===== config.mk =====
export PLATFORM = sky130hd
export DESIGN_NAME = ram_stream_reader_flat
export DESIGN_NICKNAME = d
export VERILOG_FILES = /design/src/rtl/ram_rd_pkg.sv /design/src/rtl/ram_stream_reader_if.sv /design/src/rtl/ram_rd_fifo2.sv /design/src/rtl/ram_stream_reader.sv /design/src/flat_wrapper.sv
export SDC_FILE = /design/constraint.sdc
export NUM_CORES = 1
export LEC_CHECK = 0
export BUFFER_PORTS_ARGS = -buffer_cell sky130_fd_sc_hd__clkbuf_2
export CAP_MARGIN = 10
export CORE_MARGIN = 4
export CORE_UTILIZATION = 44
export CTS_BUF_LIST = sky130_fd_sc_hd__clkbuf_4 sky130_fd_sc_hd__clkbuf_8
export CTS_CLUSTER_DIAMETER = 150
export CTS_CLUSTER_SIZE = 16
export DETAILED_ROUTE_END_ITERATION = 8
export PLACE_DENSITY_LB_ADDON = 0.12
export SKIP_CTS_REPAIR_TIMING = 1
export SLEW_MARGIN = 0
export SYNTH_ARGS = -nofsm -noshare
export SYNTH_HDL_FRONTEND = slang
export SYNTH_SLANG_ARGS = --single-unit

===== constraint.sdc =====
create_clock -name clk -period 9.9 [get_ports clk]
set_clock_uncertainty 0.15 [all_clocks]
set_input_delay 1.98 -clock clk [delete_from_list [all_inputs] [get_ports clk]]
set_output_delay 1.98 -clock clk [all_outputs]
set_load 0.005 [all_outputs]

===== src/rtl/ram_rd_pkg.sv =====
// Shared types and constants for the RAM stream reader.
package ram_rd_pkg;

  typedef enum logic [1:0] {
    IDLE  = 2'd0,
    ISSUE = 2'd1,
    DRAIN = 2'd2,
    FIN   = 2'd3
  } rd_state_e;

  // Reads in flight plus words buffered may never exceed this.
  localparam int INFLIGHT_MAX = 2;

endpackage


===== src/rtl/ram_stream_reader_if.sv =====
// Valid/ready stream carrying words read out of the RAM.
interface ram_stream_reader_if #(
  parameter int DWIDTH = 32
);
  logic [DWIDTH-1:0] m_data;
  logic              m_valid;
  logic              m_ready;

  modport master (output m_data, output m_valid, input m_ready);
  modport slave  (input m_data, input m_valid, output m_ready);
endinterface


===== src/rtl/ram_rd_fifo2.sv =====
// Two-entry FIFO; the head word stays put while the consumer stalls.
module ram_rd_fifo2 #(
  parameter int DWIDTH = 32
) (
  input  logic              clk,
  input  logic              reset_n,
  input  logic              push,
  input  logic              pop,
  input  logic [DWIDTH-1:0] din,
  output logic [DWIDTH-1:0] dout,
  output logic [1:0]        count
);
  logic [1:0][DWIDTH-1:0] mem_q, mem_d;
  logic                   wp_q, wp_d, rp_q, rp_d;
  logic [1:0]             cnt_q, cnt_d;

  always_comb begin
    mem_d = mem_q;
    wp_d  = wp_q;
    rp_d  = rp_q;
    if (push) begin
      mem_d[wp_q] = din;
      wp_d        = ~wp_q;
    end
    if (pop) rp_d = ~rp_q;
    cnt_d = cnt_q + {1'b0, push} - {1'b0, pop};
  end

  always_ff @(posedge clk or negedge reset_n) begin
    if (!reset_n) begin
      mem_q <= '0;
      wp_q  <= 1'b0;
      rp_q  <= 1'b0;
      cnt_q <= 2'd0;
    end else begin
      mem_q <= mem_d;
      wp_q  <= wp_d;
      rp_q  <= rp_d;
      cnt_q <= cnt_d;
    end
  end

  assign dout  = mem_q[rp_q];
  assign count = cnt_q;
endmodule


===== src/rtl/ram_stream_reader.sv =====
// Bursts words out of a 1-cycle-latency sync-read RAM onto a valid/ready stream.
// RAM_RD_WRAP_EN: addresses wrap modulo DEPTH; otherwise out-of-range bursts are rejected via err.
module ram_stream_reader
  import ram_rd_pkg::*;
#(
  parameter int AWIDTH = 3,
  parameter int DWIDTH = 32
) (
  input  logic              clk,
  input  logic              reset_n,
  input  logic              start,
  input  logic [AWIDTH-1:0] base_addr,
  input  logic [AWIDTH:0]   len,
  output logic [AWIDTH-1:0] ram_addr,
  output logic              ram_we,
  input  logic [DWIDTH-1:0] ram_dout,
  ram_stream_reader_if.master m,
  output logic              busy,
`ifndef RAM_RD_WRAP_EN
  output logic              err,
`endif
  output logic              done
);
  rd_state_e         state_q, state_d;
  logic [AWIDTH-1:0] nxt_q, nxt_d, ram_addr_q, ram_addr_d;
  logic [AWIDTH:0]   rem_q, rem_d;
  logic              inflight_q, inflight_d;
  logic [1:0]        fcnt;
  logic              pop, issue, reject;

`ifndef RAM_RD_WRAP_EN
  localparam int DEPTH = 1 << AWIDTH;
  logic [AWIDTH+1:0] end_addr;
  logic              err_q, err_d;
  assign end_addr = {2'b00, base_addr} + {1'b0, len};
  assign reject   = end_addr > (AWIDTH+2)'(DEPTH);
`else
  assign reject   = 1'b0;
`endif

  assign pop = m.m_valid & m.m_ready;
  // Only issue if the word it returns is guaranteed a FIFO slot.
  assign issue = (state_q == ISSUE) &&
                 (({1'b0, fcnt} + {2'b00, inflight_q} - {2'b00, pop}) < 3'(INFLIGHT_MAX));

  always_comb begin
    state_d    = state_q;
    nxt_d      = nxt_q;
    rem_d      = rem_q;
    ram_addr_d = ram_addr_q;
    inflight_d = issue;
`ifndef RAM_RD_WRAP_EN
    err_d      = err_q;
`endif
    case (state_q)
      IDLE: if (start) begin
`ifndef RAM_RD_WRAP_EN
        err_d = reject;
`endif
        if (len == '0 || reject) state_d = FIN;
        else begin
          nxt_d   = base_addr;
          rem_d   = len;
          state_d = ISSUE;
        end
      end
      ISSUE: if (issue) begin
        ram_addr_d = nxt_q;
        nxt_d      = nxt_q + 1'b1;
        rem_d      = rem_q - 1'b1;
        if (rem_q == (AWIDTH+1)'(1)) state_d = DRAIN;
      end
      // Leave on the edge of the final transfer so done follows it directly.
      DRAIN: if (!inflight_q && (fcnt == 2'd0 || (fcnt == 2'd1 && pop))) state_d = FIN;
      FIN: begin
        state_d = IDLE;
`ifndef RAM_RD_WRAP_EN
        err_d   = 1'b0;
`endif
      end
      default: state_d = IDLE;
    endcase
  end

  always_ff @(posedge clk or negedge reset_n) begin
    if (!reset_n) begin
      state_q    <= IDLE;
      nxt_q      <= '0;
      rem_q      <= '0;
      ram_addr_q <= '0;
      inflight_q <= 1'b0;
`ifndef RAM_RD_WRAP_EN
      err_q      <= 1'b0;
`endif
    end else begin
      state_q    <= state_d;
      nxt_q      <= nxt_d;
      rem_q      <= rem_d;
      ram_addr_q <= ram_addr_d;
      inflight_q <= inflight_d;
`ifndef RAM_RD_WRAP_EN
      err_q      <= err_d;
`endif
    end
  end

  ram_rd_fifo2 #(.DWIDTH(DWIDTH)) u_fifo (
    .clk     (clk),
    .reset_n (reset_n),
    .push    (inflight_q),
    .pop     (pop),
    .din     (ram_dout),
    .dout    (m.m_data),
    .count   (fcnt)
  );

  assign m.m_valid = (fcnt != 2'd0);
  assign ram_addr  = issue ? nxt_q : ram_addr_q;
  assign ram_we    = 1'b0;
  assign busy      = (state_q == ISSUE) || (state_q == DRAIN);
  assign done      = (state_q == FIN);
`ifndef RAM_RD_WRAP_EN
  assign err       = (state_q == FIN) && err_q;
`endif
endmodule


===== src/flat_wrapper.sv =====
// flat-port wrapper written by rule: the top's interface ports become plain ports
module ram_stream_reader_flat import ram_rd_pkg::*;
#(
  parameter int AWIDTH = 3,
  parameter int DWIDTH = 32
)
  (clk, reset_n, start, base_addr, len, ram_addr, ram_we, ram_dout, busy, err, done, m_m_data, m_m_valid, m_m_ready);
  ram_stream_reader_if #(.DWIDTH(DWIDTH)) m_i ();
  input  logic clk;
  input  logic reset_n;
  input  logic start;
  input  logic [AWIDTH-1:0] base_addr;
  input  logic [AWIDTH:0] len;
  output logic [AWIDTH-1:0] ram_addr;
  output logic ram_we;
  input  logic [DWIDTH-1:0] ram_dout;
  output logic busy;
  output logic err;
  output logic done;
  output wire logic [$bits(m_i.m_data)-1:0] m_m_data;
  output wire logic [$bits(m_i.m_valid)-1:0] m_m_valid;
  input wire logic [$bits(m_i.m_ready)-1:0] m_m_ready;
  assign m_m_data = m_i.m_data;
  assign m_m_valid = m_i.m_valid;
  assign m_i.m_ready = m_m_ready;
  ram_stream_reader #(.AWIDTH(AWIDTH), .DWIDTH(DWIDTH)) u_core (.clk(clk), .reset_n(reset_n), .start(start), .base_addr(base_addr), .len(len), .ram_addr(ram_addr), .ram_we(ram_we), .ram_dout(ram_dout), .m(m_i), .busy(busy), .err(err), .done(done));
endmodule

# [Yosys cells after proc, flatten, opt, wreduce, memory -nomap -nowiden]
# Index checks and enable logic that the tools add are counted.
[totals] reg_bits=82
[classes] mux=22 bitwise=3 n_lt_le_gt_ge=5 add_sub_neg=7 reduce_logical=18 eq_ne=10
[ops] cell="two-way mux 32 bit" count=3
[ops] cell="bitwise mux 64 bit" count=1
[ops] cell="demux 32 bit (select 1 bit)" count=1
[ops] cell="two-way mux 3 bit" count=4
[ops] cell="two-way mux 4 bit" count=3
[ops] cell="two-way mux 2 bit" count=5
[ops] cell="one-hot mux 2 bit (4 select lines)" count=1
[ops] cell="one-hot mux 4 bit (2 select lines)" count=1
[ops] cell="AND reduction 4 bit" count=2
[ops] cell="!= test 2 bit (second input constant)" count=3
[ops] cell="one-hot mux 3 bit (2 select lines)" count=1
[ops] cell="nonzero test 2 bit" count=3
[ops] cell="adder 3 x 4 -> 5 bit" count=1
[ops] cell="greater-than comparator 5 x 4 -> 1 bit (second input constant)" count=1
[ops] cell="logical AND 1 bit" count=5
[ops] cell="== test 2 x 1 -> 1 bit (second input constant)" count=2
[ops] cell="== test 2 bit (second input constant)" count=2
[ops] cell="== test 4 x 1 -> 1 bit (second input constant)" count=1
[ops] cell="logical NOT 2 bit" count=2
[ops] cell="logical NOT 4 bit" count=1
[ops] cell="< comparator 1 x 2 -> 1 bit (second input constant)" count=2
[ops] cell="!= test 2 x 1 -> 1 bit (second input constant)" count=2
[ops] cell="subtractor 4 x 1 -> 4 bit (second input constant)" count=1
[ops] cell="adder 2 x 1 -> 3 bit" count=1
[ops] cell="13 further kinds" count=16

# [Logic depth before layout (Yosys ltp)]
# Gate-level depths: netlist of run 1.
[logic_depth] ltp_word=7 mapped_depth=12 mapped_depth_nobuf=12

# [Modules after synthesis]
# Synthesis of run 1 repeated with hierarchy kept, for this count alone.
[unflattened] hier_cells=315 area_unflattened_um2=4197.8
[modules_own_cells] mod="ram_rd_fifo2" n_inst=1 area_per_inst_um2=2974.1 cells_each=185
[modules_own_cells] mod="ram_stream_reader" n_inst=1 area_per_inst_um2=1223.7 cells_each=130

# [Worst setup path before layout of run 1]
# OpenSTA, ideal clock, no wires.
[synth_timing] path_kind="input to output" from="input m_m_ready" to="output ram_addr[0]" arrival_ps=4008 path_slack_ps=3762 required_ps=7770 path_stages=10 path_cell_list="and2_1 -> ha_1 -> inv_1 -> ha_1 -> fa_1 -> xnor2_2 -> nor2_1 -> and2_1 -> buf_2 -> mux2_1"
[synth_via] elab_chain_len=5
[synth_rtl] element="start: declaration" line="flat_wrapper.sv:22" rtl="input wire logic [$bits(m_i.m_ready)-1:0] m_m_ready;"
[synth_rtl] element="bitwise AND 1 bit" line="ram_stream_reader.sv:41" rtl="assign pop = m.m_valid & m.m_ready;"
[synth_rtl] element="subtractor 3 x 1 -> 3 bit" line="ram_stream_reader.sv:44" rtl="(({1'b0, fcnt} + {2'b00, inflight_q} - {2'b00, pop}) < 3'(INFLIGHT_MAX));"
[synth_rtl] element="< comparator 3 x 2 -> 1 bit" line="ram_stream_reader.sv:44"
[synth_rtl] element="logical AND 1 bit" line="ram_stream_reader.sv:43" rtl="assign issue = (state_q == ISSUE) &&"
[synth_rtl] element="net u_core.inflight_d" line="ram_stream_reader.sv:27" rtl="logic inflight_q, inflight_d;"
[synth_rtl] element="two-way mux 3 bit"
[synth_rtl] element="end: declaration" line="flat_wrapper.sv:14" rtl="output logic [AWIDTH-1:0] ram_addr;"
# The timed path passes the listed nets, and every way through them passes these cells.

# [Worst setup path in the final report of run 1]
[layout_timing] from="input m_m_ready" to="output ram_addr[2]"
[layout_via] elab_chain_len=5
[layout_rtl] element="bitwise AND 1 bit" line="ram_stream_reader.sv:41"
[layout_rtl] element="net u_core.pop" line="ram_stream_reader.sv:29" rtl="logic pop, issue, reject;"
[layout_rtl] element="subtractor 3 x 1 -> 3 bit" line="ram_stream_reader.sv:44"
[layout_rtl] element="< comparator 3 x 2 -> 1 bit" line="ram_stream_reader.sv:44"
[layout_rtl] element="logical AND 1 bit" line="ram_stream_reader.sv:43"
[layout_rtl] element="two-way mux 3 bit"
# The timed path passes the listed nets, and every way through them passes these cells.

==> flow_summary.yaml, run 1 <==
detailed_routing:
  routedWlPerCell_um: 15.52
  firstDrtPassIters: 4
  drc: 0
  wl_mm: 7.929
  vias: 2703
  drtAntennaViolNets: 0
  vias_per_cell: 5.290
  first_iter_violations: 89
yosys:
  synth-async-reset-ratio_pct: 100.0
  synth_cells: 318
  yosysWarnings: 0
  synth-edff-count: 0
  syn-cell-area_mm2: 0.004133
  synth.avg_cell_area_um2: 13.00
  netlist.area_leader.share_pct: 49.65
  seq_area_frac_synth_pct: 49.65
  synthFlopType: "dfrtp_1"
  syn-num-nets: 375
  synth.ff_latch_count: 82
  synth_top_area_cell: "dfrtp_1"
  yosysUniqueCellTypes: 44
  synth_area_leaders: "dfrtp_1, mux2_2, mux2_1"
die:
  initial_core_util_pct: 44.94
  fp-row-count: 35
  die_area_mm2: 0.01101
  coreArea_mm2: 0.009196
  die_h_um: 104.9
  io_pins: 83
  die_x_um: 104.9
power_and_ir_drop:
  switchingPower_uw: 542.5
  switching_share_pct: 33.75
  p_clk_share_pct: 16.3
  p_comb_share_pct: 46.8
  power_frac_seq_pct: 36.9
  p_int_uw: 1065
  power_uw: 1607
  p_leak_uw: 0.002252
  ir_worst_vdd_mv: 0.1112
  power_density_mw_per_mm2: 331.7
final_layout:
  fin_util_pct: 52.69
  drive_gt1_share_pct: 48.25
  layout_common_cells: "mux2_2, dfrtp_1, clkbuf_2, inv_1, mux2_1"
  finalNetCount: 453
  finalInstanceArea_mm2: 0.004846
  mostFrequentLayoutCell: "mux2_2"
  area_growth_pct: 17.26
  diodes: 0
placement:
  numPortBuffers: 81
  gp_congestion: 0.7328
  place_hpwl_mm: 5.538
  place_area_mm2: 0.004632
clock_tree:
  clk_pin_slew_ns: 0.08
  cts_htree_levels: 3
  clock-sinks: 82
  clockBufferDepth: 2
  cts_buffers: 9
  clock_latency_ns: 0.34
  cts_tree: "yes"
  cts-root-buf: "clkbuf_8"
critical_path:
  critical_path_peak_fanout: 7
  cp-start-kind: "input port"
  end_kind: "primary output"
  crit_type: "input port to primary output"
  worstPathArrival_ns: 4.35
  required_ns: 7.77
timing:
  fin_crit_sh_pct: 65.46
  final.setup.tns_ns: 0
  rsz0062_at_grt: "no"
  slew_violations: 0
  setup_viol: 0
  tightest_slew_ns: 1.026
  finalHoldViolations: 0
  timing.slew.headroom_pct: 31.63
  fmax_mhz: 154.3
  fin_crit_ns: 6.480
min_path:
  hp-class: "flop to flop"
grt:
  grt_max_degree: 83
  grt-ovfl-total: 0
  grt_pass1_wl_mm: 13.81
  grt_pass1_vias: 2861
  antenna_found_initial: 0
  grt_use_total_pct: 15.36
job:
  max_cap_violations: 0
outcome:
  status: "completed"
synth_stat cells (2+ instances only):
cell type / instances
mux2_2: 87
dfrtp_1: 82
inv_1: 18
mux2_1: 18
ha_1: 12
nor2_1: 12
nand2_1: 11
clkbuf_1: 7
a21oi_1: 5
buf_2: 5
mux2i_1: 5
nand2b_1: 4
nand3_1: 4
a221o_1: 3
and2_1: 3
buf_1: 3
nor2b_1: 3
o21ai_0: 3
a221oi_2: 2
a32oi_1: 2
fa_1: 2
nor3_1: 2
nor4b_2: 2
o211ai_1: 2
xor2_1: 2
worst max-delay path, cell delays in order:
cell and delay (ns):
clkbuf_2 0.09, and2_1 0.15, ha_1 0.27, inv_1 0.03, ha_1 0.20, fa_1 0.43
xnor2_2 0.19, nor2_1 0.18, and2_1 0.34, mux2_1 0.37, clkbuf_2 0.12
layer usage:
layer | vias to the layer above | routed length, um | global-route usage [%] | part of all wire (%)
met1 | 1360 | 3753 | 20.44 | 47
met2 | 54 | 3795 | 25.30 | 48
met3 | 7 | 300 | 3.459 | 3.8
met4 | 0 | 79 | 4.217 | 1.0
met5 | - | 0 | 0 | 0
li1 | 1282 | - | - | -
flip-flops by register name, summed over array words and instances (netlist names):
register and cells:
u_core.inflight_q 1, u_core.u_fifo.rp_q 1, u_core.err_q 1, u_core.u_fifo.wp_q 1, u_core.state_q 2, u_core.rem_q 4
u_core.nxt_q 3, u_core.u_fifo.mem_q 64, u_core.ram_addr_q 3, u_core.u_fifo.count 2
power by group through the flow:
stage	Sequential (uW)	Combinational, uW	Clock [uW]
2_1_floorplan	569	556	0
3_3_place_gp	591	754	0
3_5_place_dp	600	767	0
4_1_cts	593	771	274
5_1_grt	614	847	287
6_report	593	752	263
worst paths after layout:
path / startpoint / endpoint / slack, ns / depth (start not counted)
worst max-delay path: m_m_ready / ram_addr[2] / 3.42 / 11
worst min-delay path: u_core.ram_addr_q[2]$_DFFE_PN0N_ / u_core.ram_addr_q[2]$_DFFE_PN0N_ / 0.34 / 1
worst max register to register: u_core.u_fifo.count[1]$_DFF_PN0_ / u_core.nxt_q[2]$_DFFE_PN0P_ / 6.62 / 12
worst min register to register: u_core.ram_addr_q[2]$_DFFE_PN0N_ / u_core.ram_addr_q[2]$_DFFE_PN0N_ / 0.34 / 1
max in group asynchronous: reset_n / u_core.err_q$_DFFE_PN0P_ / 7.28 / 1
min in group asynchronous: reset_n / u_core.u_fifo.mem_q[2]$_DFFE_PN0P_ / 1.65 / 1
per-stage QoR:
stage,cells,worst slack [ns],hold WS [ns]
2_1_floorplan,318,3.762,0.3003
3_3_place_gp,496,3.449,0.3132
3_5_place_dp,496,3.416,0.3207
4_1_cts,511,3.412,0.3406
5_1_grt,511,3.239,0.3533
6_report,511,3.420,0.3400
cell families after synthesis:
group           Yosys count  synth area share [%]
fa+ha+maj                14                 4.602
compound gates           27                 5.510
mux                     110                 29.82
flops                    82                 49.65
buf+inv                  34                 3.330
other cells               1               0.09074
simple gates             46                 5.965
xor+xnor                  4                 1.030
final cells by class:
class | instances | area, um^2
clock buffers | 9 | 123.9
repair buffers | 83 | 422.9
well taps | 111 | 138.9
multi-input cells | 202 | 1951
clock inverters | 6 | 90.09
flip-flops and latches | 82 | 2052
inverters | 18 | 67.56
fillers | 818 | 4350
No activity file was read; power rests on OpenSTA's default activity.
==> run 2: changes to the inputs <==
ABC_AREA = 1   (was not set)
clock period = 5.7 ns   (was 9.9 ns; I/O delays follow)
==> run 2 against run 1 <==
Die area is 3.1% lower. Global-route usage is 1.3 points higher. Clock power is 59% higher. Critical path depth is 3 higher. Area after synthesis is 3.4% lower. Utilization is 0.13 points higher. Total power is 69% higher. Critical path type unchanged.
==> flow_summary.yaml, run 2 <==
yosys:
  synth_area_leaders: "dfrtp_1, nand2_1, o21ai_0"
  yosysUniqueCellTypes: 23
  synth-async-reset-ratio_pct: 100.0
  synth_commonest_cells: "nand2_1, dfrtp_1, inv_1"
  synth_top_area_cell: "dfrtp_1"
  syn-num-nets: 560
  synth_most_common_cell: "nand2_1"
  synth_cells: 503
  yosysWarnings: 0
  syn-cell-area_mm2: 0.003993
  synth-edff-count: 0
  synth.ff_latch_count: 82
  seq_area_frac_synth_pct: 51.39
  synthFlopType: "dfrtp_1"
  netlist.area_leader.share_pct: 51.39
  synth.avg_cell_area_um2: 7.938
grt:
  grt-ovfl-total: 0
  grt_use_met1_pct: 22.91
  use_met2_pct: 26.69
  use_met3_pct: 2.884
  grt_busiest_layer: "met2"
  grt_pass1_wl_mm: 14.11
  antenna_found_initial: 0
  grt_use_total_pct: 16.64
  grt_max_degree: 83
  grt_pass1_vias: 3141
die:
  die_h_um: 103.3
  coreArea_mm2: 0.008763
  die_area_mm2: 0.01066
  initial_core_util_pct: 45.56
  die_x_um: 103.3
  fp-row-count: 34
  io_pins: 83
timing:
  rsz0062_at_grt: "no"
  fin_crit_ns: 4.518
  final.setup.tns_ns: 0
  finalHoldViolations: 0
  setup_viol: 0
  tightest_slew_ns: 1.079
  slew_violations: 0
  fmax_mhz: 221.3
  fin_crit_sh_pct: 79.26
  timing.slew.headroom_pct: 27.59
  finalWorstSetupSlack_ns: 1.182
min_path:
  holdPathEnd: "u_core.ram_addr_q[1]$_DFFE_PN0N_"
  holdPathStages: 2
  hold_path.startpoint: "u_core.ram_addr_q[1]$_DFFE_PN0N_"
  hp-class: "flop to flop"
final_layout:
  finalNetCount: 632
  mostFrequentLayoutCell: "nand2_1"
  multiInputGateArea_mm2: 0.001608
  register_area_mm2: 0.002052
  fill_cells: 858
  diodes: 0
  layout_common_cells: "nand2_1, dfrtp_1, clkbuf_2, inv_1, o21ai_0"
  area_growth_pct: 15.95
  fin_util_pct: 52.83
  largest_register_ffs: 64
  drive_gt1_share_pct: 19.14
  regMostFlops: "u_core.u_fifo.mem_q"
  largestRegisters: "u_core.u_fifo.mem_q x64, u_core.rem_q x4"
detailed_routing:
  routedWlPerCell_um: 12.13
  vias_per_cell: 4.786
  drc: 0
  drtAntennaViolNets: 0
  vias: 3293
  first_iter_violations: 183
  firstDrtPassIters: 4
  wl_mm: 8.347
power_and_ir_drop:
  ir_worst_vdd_mv: 0.2789
  p_leak_uw: 0.002652
  power_density_mw_per_mm2: 586.6
critical_path:
  cp-start-kind: "input port"
  end_kind: "primary output"
  critical_path_peak_fanout: 5
  reg2regPathDepth: 16
  r2r-start: "u_core.u_fifo.count[1]$_DFF_PN0_"
  r2r_setup_slack_ns: 2.85
  crit_type: "input port to primary output"
  worstPathArrival_ns: 3.23
  required_ns: 4.41
  r2r-end: "u_core.nxt_q[2]$_DFFE_PN0P_"
clock_tree:
  cts-root-buf: "clkbuf_8"
  cts_tree: "yes"
  clock_latency_ns: 0.34
  cts_htree_levels: 3
  clock-sinks: 82
  clockBufferDepth: 2
  cts_buffers: 9
  clk_pin_slew_ns: 0.08
placement:
  gp_congestion: 0.7735
  dp_slack_ns: 1.140
  numPortBuffers: 81
  place_hpwl_mm: 5.531
outcome:
  status: "completed"
job:
  max_cap_violations: 0
## run 2: changes by cell type after synthesis, sizes merged, moves of 5 or more
cell    before  now
clkbuf       7   13
mux2       105    0
mux2i        5    0
nand3        4   16
nor2        12    5
inv         18   57
o21ai        4   80
nand2       11  214
## run 2: metal layers
layer	up-vias	wire length (um)	share of wire [%]
met3	8	442	5.3
met5	-	0	0
met2	75	3864	46
met1	1503	3969	48
met4	0	71	0.85
li1	1707	-	-
## run 2: cell families (layout without fill, tap and decap cells)
family                   count (synthesis)  in the layout  synth area share (%)
AND/OR/NAND/NOR                        237            237                 23.72
AO/OA/AOI/OAI                           87             87                 11.19
flip-flops                              82             82                 51.39
buffers and inverters                   80            157                 8.398
adder cells (fa/ha/maj)                 14             14                 4.763
XOR/XNOR                                 2              2                0.4388
other                                    1              1               0.09392
## run 2: worst max-delay path by stage
| stage | startpoint | endpoint | slack (ns) | cells after the start |
|---|---|---|---|---|
| finish | m_m_ready | ram_addr[0] | 1.18 | 14 |
| global route | m_m_ready | ram_addr[1] | 0.93 | 14 |
| CTS | m_m_ready | ram_addr[0] | 1.15 | 14 |
| detailed placement | m_m_ready | ram_addr[0] | 1.14 | 14 |
| global placement | m_m_ready | ram_addr[0] | 1.23 | 14 |
| floorplan | m_m_ready | ram_addr[0] | 1.59 | 12 |
## run 2: metrics by stage
step                      instances  hold WS, ns  cell area (um^2)  total power [uW]
after floorplan                 503       0.2867              3993              1899
after global placement          672       0.3116              4436              2303
after detailed placement        672       0.3086              4436              2335
after CTS                       688       0.3286              4629              2764
after global routing            688       0.3570              4629              3011
final                           688       0.3277              4629              2715
## run 2: critical path, stage by stage
cell and delay, ns:
clkbuf_2 0.09, nand2_1 0.09, inv_1 0.05, ha_1 0.26, inv_1 0.04, ha_1 0.21
fa_1 0.48, a21oi_1 0.12, o21ai_1 0.09, nor2_1 0.29, inv_1 0.12, nand2_1 0.10
nand2_1 0.05, clkbuf_2 0.11
## run 2: cell type report
| class | instances | area share (%) |
|---|---|---|
| Sequential cell | 82 | 44.32 |
| Multi-Input combinational cell | 341 | 34.73 |
| Timing Repair Buffer | 83 | 9.135 |
| Inverter | 58 | 4.703 |
| Clock buffer | 11 | 3.000 |
| Tap cell | 108 | 2.919 |
| Clock inverter | 5 | 1.189 |
## run 2: power breakdown
group	internal (uW)	switching, uW
sequential	887	158
clock	211	206
combinational	500	754
==> run 3: changes to the inputs <==
clock period = 4 ns   (was 5.7 ns; I/O delays follow)
==> run 3 against run 2 <==
Setup slack got worse by 0.96 ns. Non-clock buffer count increased by 3. Critical path depth increased by 1. Sequential cell count unchanged. Cell count increased by 0.44%. Register-to-register slack got worse by 1.8 ns. Combinational power increased by 48%. Utilization increased by 0.53 points. Critical endpoint unchanged. Largest power group unchanged.
==> flow_summary.yaml, run 3 (synthesized netlist as in run 2, its figures left out) <==
timing:
  finalWorstSetupSlack_ns: 0.2227
  tightest_slew_ns: 1.050
  fin_crit_sh_pct: 94.43
  final.setup.tns_ns: 0
  fmax_mhz: 264.7
  finalHoldViolations: 0
  setup_viol: 0
  slew_violations: 0
  timing.slew.headroom_pct: 29.76
  rsz0062_at_grt: "no"
  fin_crit_ns: 3.777
final_layout:
  mostFrequentLayoutCell: "nand2_1"
  largestRegisters: "u_core.u_fifo.mem_q x64, u_core.rem_q x4"
  drive_gt1_share_pct: 20.07
  finalNetCount: 635
  multiInputGateArea_mm2: 0.001623
  area_growth_pct: 17.11
  layout_common_cells: "nand2_1, dfrtp_1, clkbuf_2, inv_1, o21ai_0"
  largest_register_ffs: 64
  diodes: 0
  fill_cells: 854
  fin_util_pct: 53.36
  regMostFlops: "u_core.u_fifo.mem_q"
  register_area_mm2: 0.002052
detailed_routing:
  first_iter_violations: 127
  drtAntennaViolNets: 0
  vias_per_cell: 4.744
  drc: 0
  firstDrtPassIters: 4
  routedWlPerCell_um: 12.36
  vias: 3278
  wl_mm: 8.544
grt:
  antenna_found_initial: 0
  grt_use_total_pct: 17.22
  grt_max_degree: 83
  grt_pass1_vias: 3048
  grt_pass1_wl_mm: 14.36
  grt-ovfl-total: 0
clock_tree:
  cts_htree_levels: 3
  clk_pin_slew_ns: 0.08
  clock_latency_ns: 0.35
  cts_tree: "yes"
  clockBufferDepth: 2
  cts-root-buf: "clkbuf_8"
  cts_buffers: 9
  clock-sinks: 82
power_and_ir_drop:
  p_clk_share_pct: 15.5
  power_density_mw_per_mm2: 845.8
  ir_worst_vdd_mv: 0.3487
  p_comb_share_pct: 46.7
  power_frac_seq_pct: 37.8
  p_int_uw: 2314
  switching_share_pct: 41.50
  switchingPower_uw: 1641
  p_leak_uw: 0.002675
critical_path:
  required_ns: 3.05
  critical_path_peak_fanout: 5
  end_kind: "primary output"
  worstPathArrival_ns: 2.83
  crit_type: "flop to primary output"
  cp-start-kind: "flop"
die:
  io_pins: 83
  die_h_um: 103.3
  die_x_um: 103.3
  die_area_mm2: 0.01066
  fp-row-count: 34
  coreArea_mm2: 0.008763
  initial_core_util_pct: 45.56
placement:
  gp_congestion: 0.7743
  numPortBuffers: 81
  dp_slack_ns: 0.06258
  place_hpwl_mm: 5.714
outcome:
  status: "completed"
job:
  max_cap_violations: 0
min_path:
  hp-class: "flop to flop"
-- run 3: layer usage --
layer / GRT usage (%) / share of wire (%) / routed length [um] / vias to the layer above
li1: - / - / - / 1706
met5: 0 / 0 / 0 / -
met4: 5.677 / 1.1 / 90 / 0
met3: 3.555 / 5.4 / 458 / 7
met1: 24.27 / 48 / 4066 / 1494
met2: 26.69 / 46 / 3928 / 71
-- run 3: path summary, 6_finish.rpt --
kind | from | to | slack (ns) | cells after the start
max reg2reg | u_core.u_fifo.count[1]$_DFF_PN0_ | u_core.nxt_q[0]$_DFFE_PN0P_ | 1.09 | 16
max in group asynchronous | reset_n | u_core.u_fifo.mem_q[45]$_DFFE_PN0P_ | 2.55 | 1
min | u_core.ram_addr_q[1]$_DFFE_PN0N_ | u_core.ram_addr_q[1]$_DFFE_PN0N_ | 0.33 | 2
max | u_core.u_fifo.count[1]$_DFF_PN0_ | ram_addr[0] | 0.22 | 15
min in group asynchronous | reset_n | u_core.u_fifo.mem_q[8]$_DFFE_PN0P_ | 0.46 | 1
min reg2reg | u_core.ram_addr_q[1]$_DFFE_PN0N_ | u_core.ram_addr_q[1]$_DFFE_PN0N_ | 0.33 | 2
-- run 3: power groups by stage --
| stage | sequential [uW] | clock [uW] | combinational, uW |
|---|---|---|---|
| floorplan | 1450 | 0 | 1260 |
| global placement | 1490 | 0 | 1800 |
| detailed placement | 1510 | 0 | 1850 |
| CTS | 1490 | 630 | 1850 |
| global route | 1550 | 674 | 2160 |
| finish | 1490 | 615 | 1850 |
-- run 3: through the flow --
stage,hold WS (ns),area [um^2],std cells,total power (uW)
floorplan,0.2867,3993,503,2706
global placement,0.3077,4451,674,3296
detailed placement,0.3105,4451,674,3351
CTS,0.3340,4653,690,3971
global route,0.3523,4676,691,4381
finish,0.3276,4676,691,3955
-- run 3: cell type report --
| class | instances | share of cell area (%) |
|---|---|---|
| Clock buffer | 10 | 2.944 |
| Clock inverter | 6 | 1.391 |
| Inverter | 58 | 4.656 |
| Multi-Input combinational cell | 341 | 34.71 |
| Sequential cell | 82 | 43.89 |
| Tap cell | 108 | 2.890 |
| Timing Repair Buffer | 86 | 9.526 |
-- run 3: worst max-delay path, stage by stage (launching register included) --
cell	delay, ns
dfrtp_1	0.42
inv_1	0.11
nand2_1	0.07
nand2_1	0.09
inv_1	0.05
ha_1	0.27
inv_1	0.04
ha_1	0.20
fa_1	0.49
a21oi_2	0.13
o21ai_2	0.09
nor2_4	0.17
inv_1	0.10
nand2_1	0.08
nand2_1	0.05
clkbuf_2	0.10
